File: src/rtl/kt_pkg.sv
// Shared types and constants for the KnightsTour remote command link.
package kt_pkg;

  // Command assembly: waiting for the high byte or for the low byte.
  typedef enum logic {WAIT_HI, WAIT_LO} cmd_asm_t;

  localparam logic [7:0]  RESP_ACK        = 8'hA5;
  localparam logic [15:0] CMD_CAL         = 16'h2000;
  localparam int          UART_FRAME_BITS = 10;

endpackage

File: src/rtl/uart_byte_xcvr.sv
// 8N1 UART byte transceiver: independent RX deserializer and TX serializer.
module uart_byte_xcvr
  import kt_pkg::*;
#(
  parameter int BAUD_CYCLES = 5208
) (
  input  logic       clk,
  input  logic       rst,
  input  logic       rx_i,
  output logic       rx_rdy_o,
  output logic       rx_ferr_o,
  output logic       rx_busy_o,
  output logic [7:0] rx_data_o,
  input  logic [7:0] tx_data_i,
  input  logic       trmt_i,
  output logic       tx_o,
  output logic       tx_done_o
);

  localparam int CW = (BAUD_CYCLES > 2) ? $clog2(BAUD_CYCLES) : 1;
  localparam int BW = $clog2(UART_FRAME_BITS);
  localparam logic [CW-1:0] BAUD_LAST = CW'(BAUD_CYCLES - 1);
  localparam logic [CW-1:0] HALF_LAST = CW'(BAUD_CYCLES / 2 - 1);
  localparam logic [BW-1:0] BIT_LAST  = BW'(UART_FRAME_BITS - 1);

  logic          rx_meta_q, rx_sync_q, rx_prev_q;
  logic          rx_busy_q, rx_rdy_q, rx_ferr_q;
  logic [CW-1:0] rx_cnt_q;
  logic [BW-1:0] rx_bit_q;
  logic [7:0]    rx_shift_q;

  logic          tx_busy_q, tx_q, tx_done_q;
  logic [CW-1:0] tx_cnt_q;
  logic [BW-1:0] tx_bit_q;
  logic [8:0]    tx_shift_q;

  // Two-flop synchronizer plus one history flop for falling-edge detection.
  // NOTE: sequential state uses non-blocking assignments so every flop samples pre-edge values.
  always_ff @(posedge clk or posedge rst) begin
    if (rst) begin
      rx_meta_q <= 1'b1;
      rx_sync_q <= 1'b1;
      rx_prev_q <= 1'b1;
    end else begin
      rx_meta_q <= rx_i;
      rx_sync_q <= rx_meta_q;
      rx_prev_q <= rx_sync_q;
    end
  end

  // RX: detect start edge, sample mid-bit, shift data LSB first, judge stop bit.
  always_ff @(posedge clk or posedge rst) begin
    if (rst) begin
      rx_busy_q  <= 1'b0;
      rx_rdy_q   <= 1'b0;
      rx_ferr_q  <= 1'b0;
      rx_cnt_q   <= '0;
      rx_bit_q   <= '0;
      rx_shift_q <= '0;
    end else begin
      rx_rdy_q  <= 1'b0;
      rx_ferr_q <= 1'b0;
      if (!rx_busy_q) begin
        if (rx_prev_q && !rx_sync_q) begin
          rx_busy_q <= 1'b1;
          rx_cnt_q  <= HALF_LAST;
          rx_bit_q  <= '0;
        end
      end else if (rx_cnt_q != '0) begin
        rx_cnt_q <= rx_cnt_q - 1'b1;
      end else begin
        rx_cnt_q <= BAUD_LAST;
        rx_bit_q <= rx_bit_q + 1'b1;
        if (rx_bit_q == '0) begin
          // Line back high at mid start bit: treat as a glitch.
          if (rx_sync_q) rx_busy_q <= 1'b0;
        end else if (rx_bit_q == BIT_LAST) begin
          rx_busy_q <= 1'b0;
          if (rx_sync_q) rx_rdy_q  <= 1'b1;
          else           rx_ferr_q <= 1'b1;
        end else begin
          rx_shift_q <= {rx_sync_q, rx_shift_q[7:1]};
        end
      end
    end
  end

  // TX: latch frame on trmt when idle, emit one bit per baud period, flag done.
  always_ff @(posedge clk or posedge rst) begin
    if (rst) begin
      tx_busy_q  <= 1'b0;
      tx_q       <= 1'b1;
      tx_done_q  <= 1'b0;
      tx_cnt_q   <= '0;
      tx_bit_q   <= '0;
      tx_shift_q <= '0;
    end else if (!tx_busy_q) begin
      if (trmt_i) begin
        tx_busy_q  <= 1'b1;
        tx_q       <= 1'b0;
        tx_done_q  <= 1'b0;
        tx_cnt_q   <= '0;
        tx_bit_q   <= '0;
        tx_shift_q <= {1'b1, tx_data_i};
      end
    end else if (tx_cnt_q != BAUD_LAST) begin
      tx_cnt_q <= tx_cnt_q + 1'b1;
    end else begin
      tx_cnt_q <= '0;
      if (tx_bit_q == BIT_LAST) begin
        tx_busy_q <= 1'b0;
        tx_q      <= 1'b1;
        tx_done_q <= 1'b1;
      end else begin
        tx_q       <= tx_shift_q[0];
        tx_shift_q <= {1'b1, tx_shift_q[8:1]};
        tx_bit_q   <= tx_bit_q + 1'b1;
      end
    end
  end

  assign rx_rdy_o  = rx_rdy_q;
  assign rx_ferr_o = rx_ferr_q;
  assign rx_busy_o = rx_busy_q;
  assign rx_data_o = rx_shift_q;
  assign tx_o      = tx_q;
  assign tx_done_o = tx_done_q;

endmodule

File: src/rtl/uart_cmd_wrapper.sv
// Robot-side command link: assembles 2-byte commands from UART and sends response bytes.
module uart_cmd_wrapper
  import kt_pkg::*;
#(
  parameter int BAUD_CYCLES = 5208,
  parameter int BYTE_TMO    = 1000000
) (
  input  logic        clk,
  input  logic        rst,
  input  logic        RX,
  output logic        TX,
  output logic [15:0] cmd,
  output logic        cmd_rdy,
  input  logic        clr_cmd_rdy,
  input  logic [7:0]  resp,
  input  logic        trmt,
  output logic        tx_done
);

  localparam int TW = $clog2(BYTE_TMO + 1);
  localparam logic [TW-1:0] TMO_LAST = TW'(BYTE_TMO - 1);

  logic       rx_rdy, rx_ferr, rx_busy;
  logic [7:0] rx_data;

  cmd_asm_t      state_q, state_d;
  logic [TW-1:0] tmo_q, tmo_d;
  logic [15:0]   cmd_q, cmd_d;
  logic          cmd_rdy_q, cmd_rdy_d;

  uart_byte_xcvr #(.BAUD_CYCLES(BAUD_CYCLES)) u_xcvr (
    .clk       (clk),
    .rst       (rst),
    .rx_i      (RX),
    .rx_rdy_o  (rx_rdy),
    .rx_ferr_o (rx_ferr),
    .rx_busy_o (rx_busy),
    .rx_data_o (rx_data),
    .tx_data_i (resp),
    .trmt_i    (trmt),
    .tx_o      (TX),
    .tx_done_o (tx_done)
  );

  // Assembly state, inter-byte timeout and command registers.
  always_ff @(posedge clk or posedge rst) begin
    if (rst) begin
      state_q   <= WAIT_HI;
      tmo_q     <= '0;
      cmd_q     <= '0;
      cmd_rdy_q <= 1'b0;
    end else begin
      state_q   <= state_d;
      tmo_q     <= tmo_d;
      cmd_q     <= cmd_d;
      cmd_rdy_q <= cmd_rdy_d;
    end
  end

  // Next-state: pair bytes into a command; framing errors and idle timeout drop the high byte.
  // NOTE: every output of this block gets a default first, so no path can infer a latch.
  always_comb begin
    state_d   = state_q;
    cmd_d     = cmd_q;
    cmd_rdy_d = cmd_rdy_q;
    tmo_d     = '0;
    // Clear first so a completing command in the same cycle overrides it.
    if (clr_cmd_rdy) cmd_rdy_d = 1'b0;
    case (state_q)
      WAIT_HI: begin
        if (rx_rdy) begin
          cmd_d[15:8] = rx_data;
          cmd_rdy_d   = 1'b0;
          state_d     = WAIT_LO;
        end
      end
      WAIT_LO: begin
        if (rx_rdy) begin
          cmd_d[7:0] = rx_data;
          cmd_rdy_d  = 1'b1;
          state_d    = WAIT_HI;
        end else if (rx_ferr) begin
          state_d = WAIT_HI;
        end else if (!rx_busy) begin
          if (tmo_q == TMO_LAST) state_d = WAIT_HI;
          else                   tmo_d   = tmo_q + 1'b1;
        end
      end
    endcase
  end

  assign cmd     = cmd_q;
  assign cmd_rdy = cmd_rdy_q;

endmodule

File: config.mk
export PLATFORM = sky130hd
export DESIGN_NAME = uart_cmd_wrapper
export DESIGN_NICKNAME = d
export VERILOG_FILES = /design/src/rtl/kt_pkg.sv /design/src/rtl/uart_byte_xcvr.sv /design/src/rtl/uart_cmd_wrapper.sv
export SDC_FILE = /design/constraint.sdc
export NUM_CORES = 1
export LEC_CHECK = 0
export ABC_AREA = 1
export CAP_MARGIN = 40
export CORE_MARGIN = 1
export CORE_UTILIZATION = 59
export DETAILED_ROUTE_END_ITERATION = 8
export HOLD_SLACK_MARGIN = 0.12
export PLACE_DENSITY = 0.86
export SLEW_MARGIN = 10
export SYNTH_ARGS = -nofsm -noshare
export SYNTH_HDL_FRONTEND = slang
export SYNTH_SLANG_ARGS = --single-unit
File: constraint.sdc
create_clock -name clk -period 4.8 [get_ports clk]
set_clock_uncertainty 0.2 [all_clocks]
set_input_delay 0.96 -clock clk [delete_from_list [all_inputs] [get_ports clk]]
set_output_delay 0.96 -clock clk [all_outputs]
set_load 0.1 [all_outputs]
* Word level (Yosys, flattened, before mapping)
Index checks and enable logic that the tools add are counted.
** Cells by class
- Add/sub/neg operators :: 5
- $mul :: 0
- Divide/modulo/power cells :: 0
- Magnitude comparators :: 0
- Equality and inequality tests :: 8
- Shift-type cells :: 0
- Mux-type cells :: 58
- Bitwise gates (word level) :: 4
- Reduce and logical (&&, ||, !) cells :: 13
** Operators with widths (count)
- two-way mux 20 bit :: 5
- two-way mux 13 bit :: 6
- two-way mux 9 bit :: 4
- two-way mux 1 bit :: 34
- two-way mux 4 bit :: 7
- adder 20 x 1 -> 20 bit, second input constant :: 1
- == test 20 bit, second input constant :: 1
- adder 13 x 1 -> 13 bit, second input constant :: 1
- inequality test 13 bit, second input constant :: 1
- nonzero test 13 bit :: 1
- subtractor 13 x 1 -> 13 bit, second input constant :: 1
- adder 4 x 1 -> 4 bit, second input constant :: 2
- == test 4 bit, second input constant :: 2
- inequality test 2 bit, second input constant :: 4
- AND reduction 2 bit :: 4
- AND reduction 3 bit :: 2
- logical NOT 4 bit :: 1
- inverter 1 bit :: 4
- case mux 1 bit (2 select lines) :: 2
- AND reduction 4 bit :: 1
- nonzero test 2 bit :: 2
- logical AND 1 bit :: 1
- logical NOT 1 bit :: 1
** Storage, ports and cells
- Flip-flop bits (word level) :: 98
- Bits in latches :: 0
- Memory bits (writable) :: 0
- Bits in read-only memories :: 0
- Bits of input ports :: 13
- Output and inout port bits :: 19
- Word-level logic and storage cells :: 108
- Memories kept :: 0

* Logic depth before layout (Yosys ltp)
- Word-level depth :: 6
- Gate-level depth with buffers :: 9

* By module
A second synthesis with hierarchy kept.
** Second synthesis, totals
- Cells, all modules :: 638
- Area, all modules :: 5023.6 um^2
** By module, submodules not included
- uart_byte_xcvr :: times used 1, cells an instance 412, area each 3196.8 um^2
- uart_cmd_wrapper :: times used 1, cells an instance 226, area each 1826.8 um^2

* Least setup slack after synthesis
OpenSTA, ideal clock, no wires.
- Path kind :: register to output
- From :: register cmd_q[0] (netlist: cmd[0])
- To :: output port cmd[0]
- Data arrival time :: 0.898 ns
- Required time :: 3.640 ns
- Path slack :: 2.742 ns
- Stages on the path, launching flop included :: 1
- Cell sequence :: dfrtp_1
** RTL lines
- start: declaration :: line uart_cmd_wrapper.sv:28 : logic [15:0] cmd_q, cmd_d;
- start signal: assignment :: line uart_cmd_wrapper.sv:55 : cmd_q <= cmd_d;
- end: declaration :: line uart_cmd_wrapper.sv:12 : output logic [15:0] cmd,
No word-level cell between the ends.

* Worst setup path in the final report
- From :: register u_xcvr.tx_q (netlist: u_xcvr.tx_o)
- To :: output port TX
** RTL lines
- start: declaration :: line uart_byte_xcvr.sv:32 : logic tx_busy_q, tx_q, tx_done_q;
- start signal: assignment :: line uart_byte_xcvr.sv:115 : tx_q <= tx_shift_q[0];
- end: declaration :: line uart_cmd_wrapper.sv:11 : output logic TX,
No word-level cell between the ends.

==> impl_results.md <==
* Status: finished clean
* H-tree depth at 3
* Detail Route Antenna Nets at 0
* Worst-Skew Late Latency at 0.38 ns
* # port buffers at 31
* Rows at 33
* Largest family of logic cells by synthesized area: simple AND/OR/NAND/NOR gates
* Post-Route Setup TNS at 0 ns
* # DRC at 0
* Post-CTS Setup Inserts at 0
* Largest cells by area after synthesis: dfrtp_1, nand2_1, nand3_1
* Slew Viols, Final at 0
* Critical Path RT at 3.64 ns
* Worst Tran Pin Value at 0.5863 ns
* Crit-path cells: clkdlybuf4s50_1 -> buf_8
* Pre-CTS setup slack at 2.149 ns
* TritonCTS clock tree: built
* Area occupied by multi-input gates at 2155 sq um
* Max Cap Viol at 0
* Yosys warns at 0
* Worst path slowest cell: dfstp_2
* R2r worst-path depth at 6
* Setup violations, final at 0
* Number of synthesized flops with an enable pin at 0
* Die height at 93.56 microns
* Chip width at just over 90 microns
* Most common cell after layout, fill and taps aside: nand2_1
* Synth unique cells at 34
* RSZ-0062 raised after global routing: no
* Max incr delay on CP at 0.55 ns
* Pwr per Cell Area at 311.2 nW/um^2
* Final WS setup at between 2 and 2.5 ns
* Static Leakage at 2.706 nW
* Mapped Nets at 642
* Upper clock frequency limit at about 0.36 GHz
* Root buffer cell: clkbuf_8
* Flip-flop and latch area at 2457 sq um
* First-pass GRT wire length at 18760 microns
* Post-cts sizing count at 0
* HPWL after detailed placement at 7476 microns
* Clock slew seen by the registers of the worst setup and hold paths at 0.10 ns
* Buf/Inv on CP at 2
* Final hold viol count at 0
* Final RePlAce weighted congestion at 0.8841
* Top_reg_cell synth: dfrtp_1
* Tcrit/Tclk final at 58.17%
* Total gr overflow at 0
* Largest net degree at the start of global routing at 61
* WP depth at 2
* Worst hold slack at approximately 0.16 ns
* Crit path DAT at 1.63 ns
* CP Class: flip-flop to output pin
* Hold Crit Depth at 0
* Simple-gate share of the synthesized area at 31.14%
* Async set or reset register ratio after synthesis at 100.0%
* Share of cells above drive strength 1 at 10.77%
* Post-synthesis compound-gate area fraction at 6.856%
* Mux cell area share after synthesis at 0%
* Global-route usage over all layers at 27.24%
* Num CTS Buffers at 9
* Post-Synth Adder-Cell Area at 2.024%
* Cell area after synthesis at 4946 sq um
* Starting Density at roughly three fifths
* Setup crit start kind: flip-flop
* CTS Hold Bufs at 0
* Largest area contributor in the netlist: dfrtp_1
* Worst slew margin at 60.91%
* Clock Sink Count at just under 100
* Antenna violations before repair at 0
* Clk buf depth at 2
* Vias in the first global route at 4205
* Antenna diode count at 0
* Drt wl/cell at 13.87 microns
* Design area at 5863 sq um
* Avg Cell Area, Syn at 7.965 sq um
* IO Count at 32
* Register area share after synthesis at around half
* Worst vdd ir at about 0.28 mV
* Area grow syn2layout at 18.54%
* Routed via count at ~4300
* # nets final at about 690
* Worst-path fanout max at 2
* Worst path top cell family by delay: buffers and inverters
* Die area at 8753 sq um
* DRT iter0 DRCs at about 270
* Routed vias/inst at 5.489
* Core ar. at 8175 sq um
* Post-layout minimum cycle time at 2.792 ns
* CP endpoint kind: output pin
* Number of fill cells at around 600
* Area share of the largest cell type after synthesis at a little under half
* XOR/XNOR Fraction of Synth Area at 3.542%
* Final WL at 10860 microns
* Hold Path Class: flip-flop to flip-flop
* Most frequent cells in the layout: nand2_1, dfrtp_1, inv_1, nand3_1, nor2_1
* Pre-antenna DRT Iters at 5
* Mapped Cells at just over 600
* DP Area at 5643 sq um
* Flop and latch count out of synthesis at 98
-- synthesized netlist by cell type, types with 2 or more instances --
cell and n:
a21oi_1 11, a31o_2 2, buf_2 2, buf_4 2
buf_6 2, clkbuf_1 3, dfrtp_1 94, dfstp_2 4
ha_1 8, inv_1 66, inv_2 5, nand2_1 184
nand2_2 7, nand2_4 2, nand3_1 64, nand3_4 2
nand3b_1 4, nand4_1 5, nor2_1 61, nor2_2 10
nor2_4 2, nor3_1 8, o21ai_0 35, o21ai_1 3
o21bai_1 3, o22ai_1 6, xnor2_1 3, xor2_1 17
-- metrics by stage --
| stage | instances | total power [mW] | utilization [%] |
|---|---|---|---|
| 5_1_grt | 783 | 1.929 | 71.72 |
| 6_report | 783 | 1.825 | 71.72 |
| 2_1_floorplan | 621 | 1.177 | - |
| 3_3_place_gp | 747 | 1.228 | 65.20 |
| 4_1_cts | 783 | 1.831 | 71.72 |
| 3_5_place_dp | 767 | 1.252 | 69.02 |
-- worst paths after layout --
path / from / slack (ns) / endpoint
hold reg to reg: u_xcvr.rx_meta_q / 0.16 / u_xcvr.rx_sync_q
setup / recovery: u_xcvr.tx_o / 2.01 / TX
min in group asynchronous: rst / 0.70 / tmo_q[18]
max in group asynchronous: rst / 2.84 / cmd[13]
hold / removal: u_xcvr.rx_meta_q / 0.16 / u_xcvr.rx_sync_q
setup reg to reg: u_xcvr.tx_busy_q / 2.48 / u_xcvr.tx_shift_q[5]
-- cell families after synthesis --
logic type / Yosys count
buffers and inverters: 82
DFF: 98
and+or+nand+nor: 351
xor gates and xnor gates: 20
adders and majority gates: 8
AOI/OAI and AO/OA: 62
-- power breakdown --
| group | total, mW | switching (mW) | internal [mW] |
|---|---|---|---|
| logic | 0.295 | 0.187 | 0.108 |
| clock network | 0.587 | 0.329 | 0.257 |
| registers | 0.943 | 0.0544 | 0.889 |
-- layout make-up --
class	instances	area share (%)
clock buffer	9	2.113
sequential	98	41.91
multi-input combinational	441	36.75
clock inverter	7	1.643
tap	105	2.241
timing repair buffer	52	10.76
inverter	71	4.588
-- sequential cells by signal (all words and copies together) (netlist names), 4 cells and up --
signal	cells
cmd	16
u_xcvr.rx_cnt_q	13
u_xcvr.tx_cnt_q	13
u_xcvr.tx_shift_q	9
u_xcvr.rx_bit_q	4
u_xcvr.rx_data_o	8
tmo_q	20
u_xcvr.tx_bit_q	4
-- per-layer routing --
layer / part of all wire, % / track usage (%) / vias up
met1: 42 / 35.82 / 2025
li1: - / - / 2077
met5: 0 / 0 / -
met3: 5.9 / 4.715 / 26
met2: 50 / 45.28 / 170
met4: 2.2 / 10.13 / 0
Note: power is estimated with default switching activity, not from simulation.
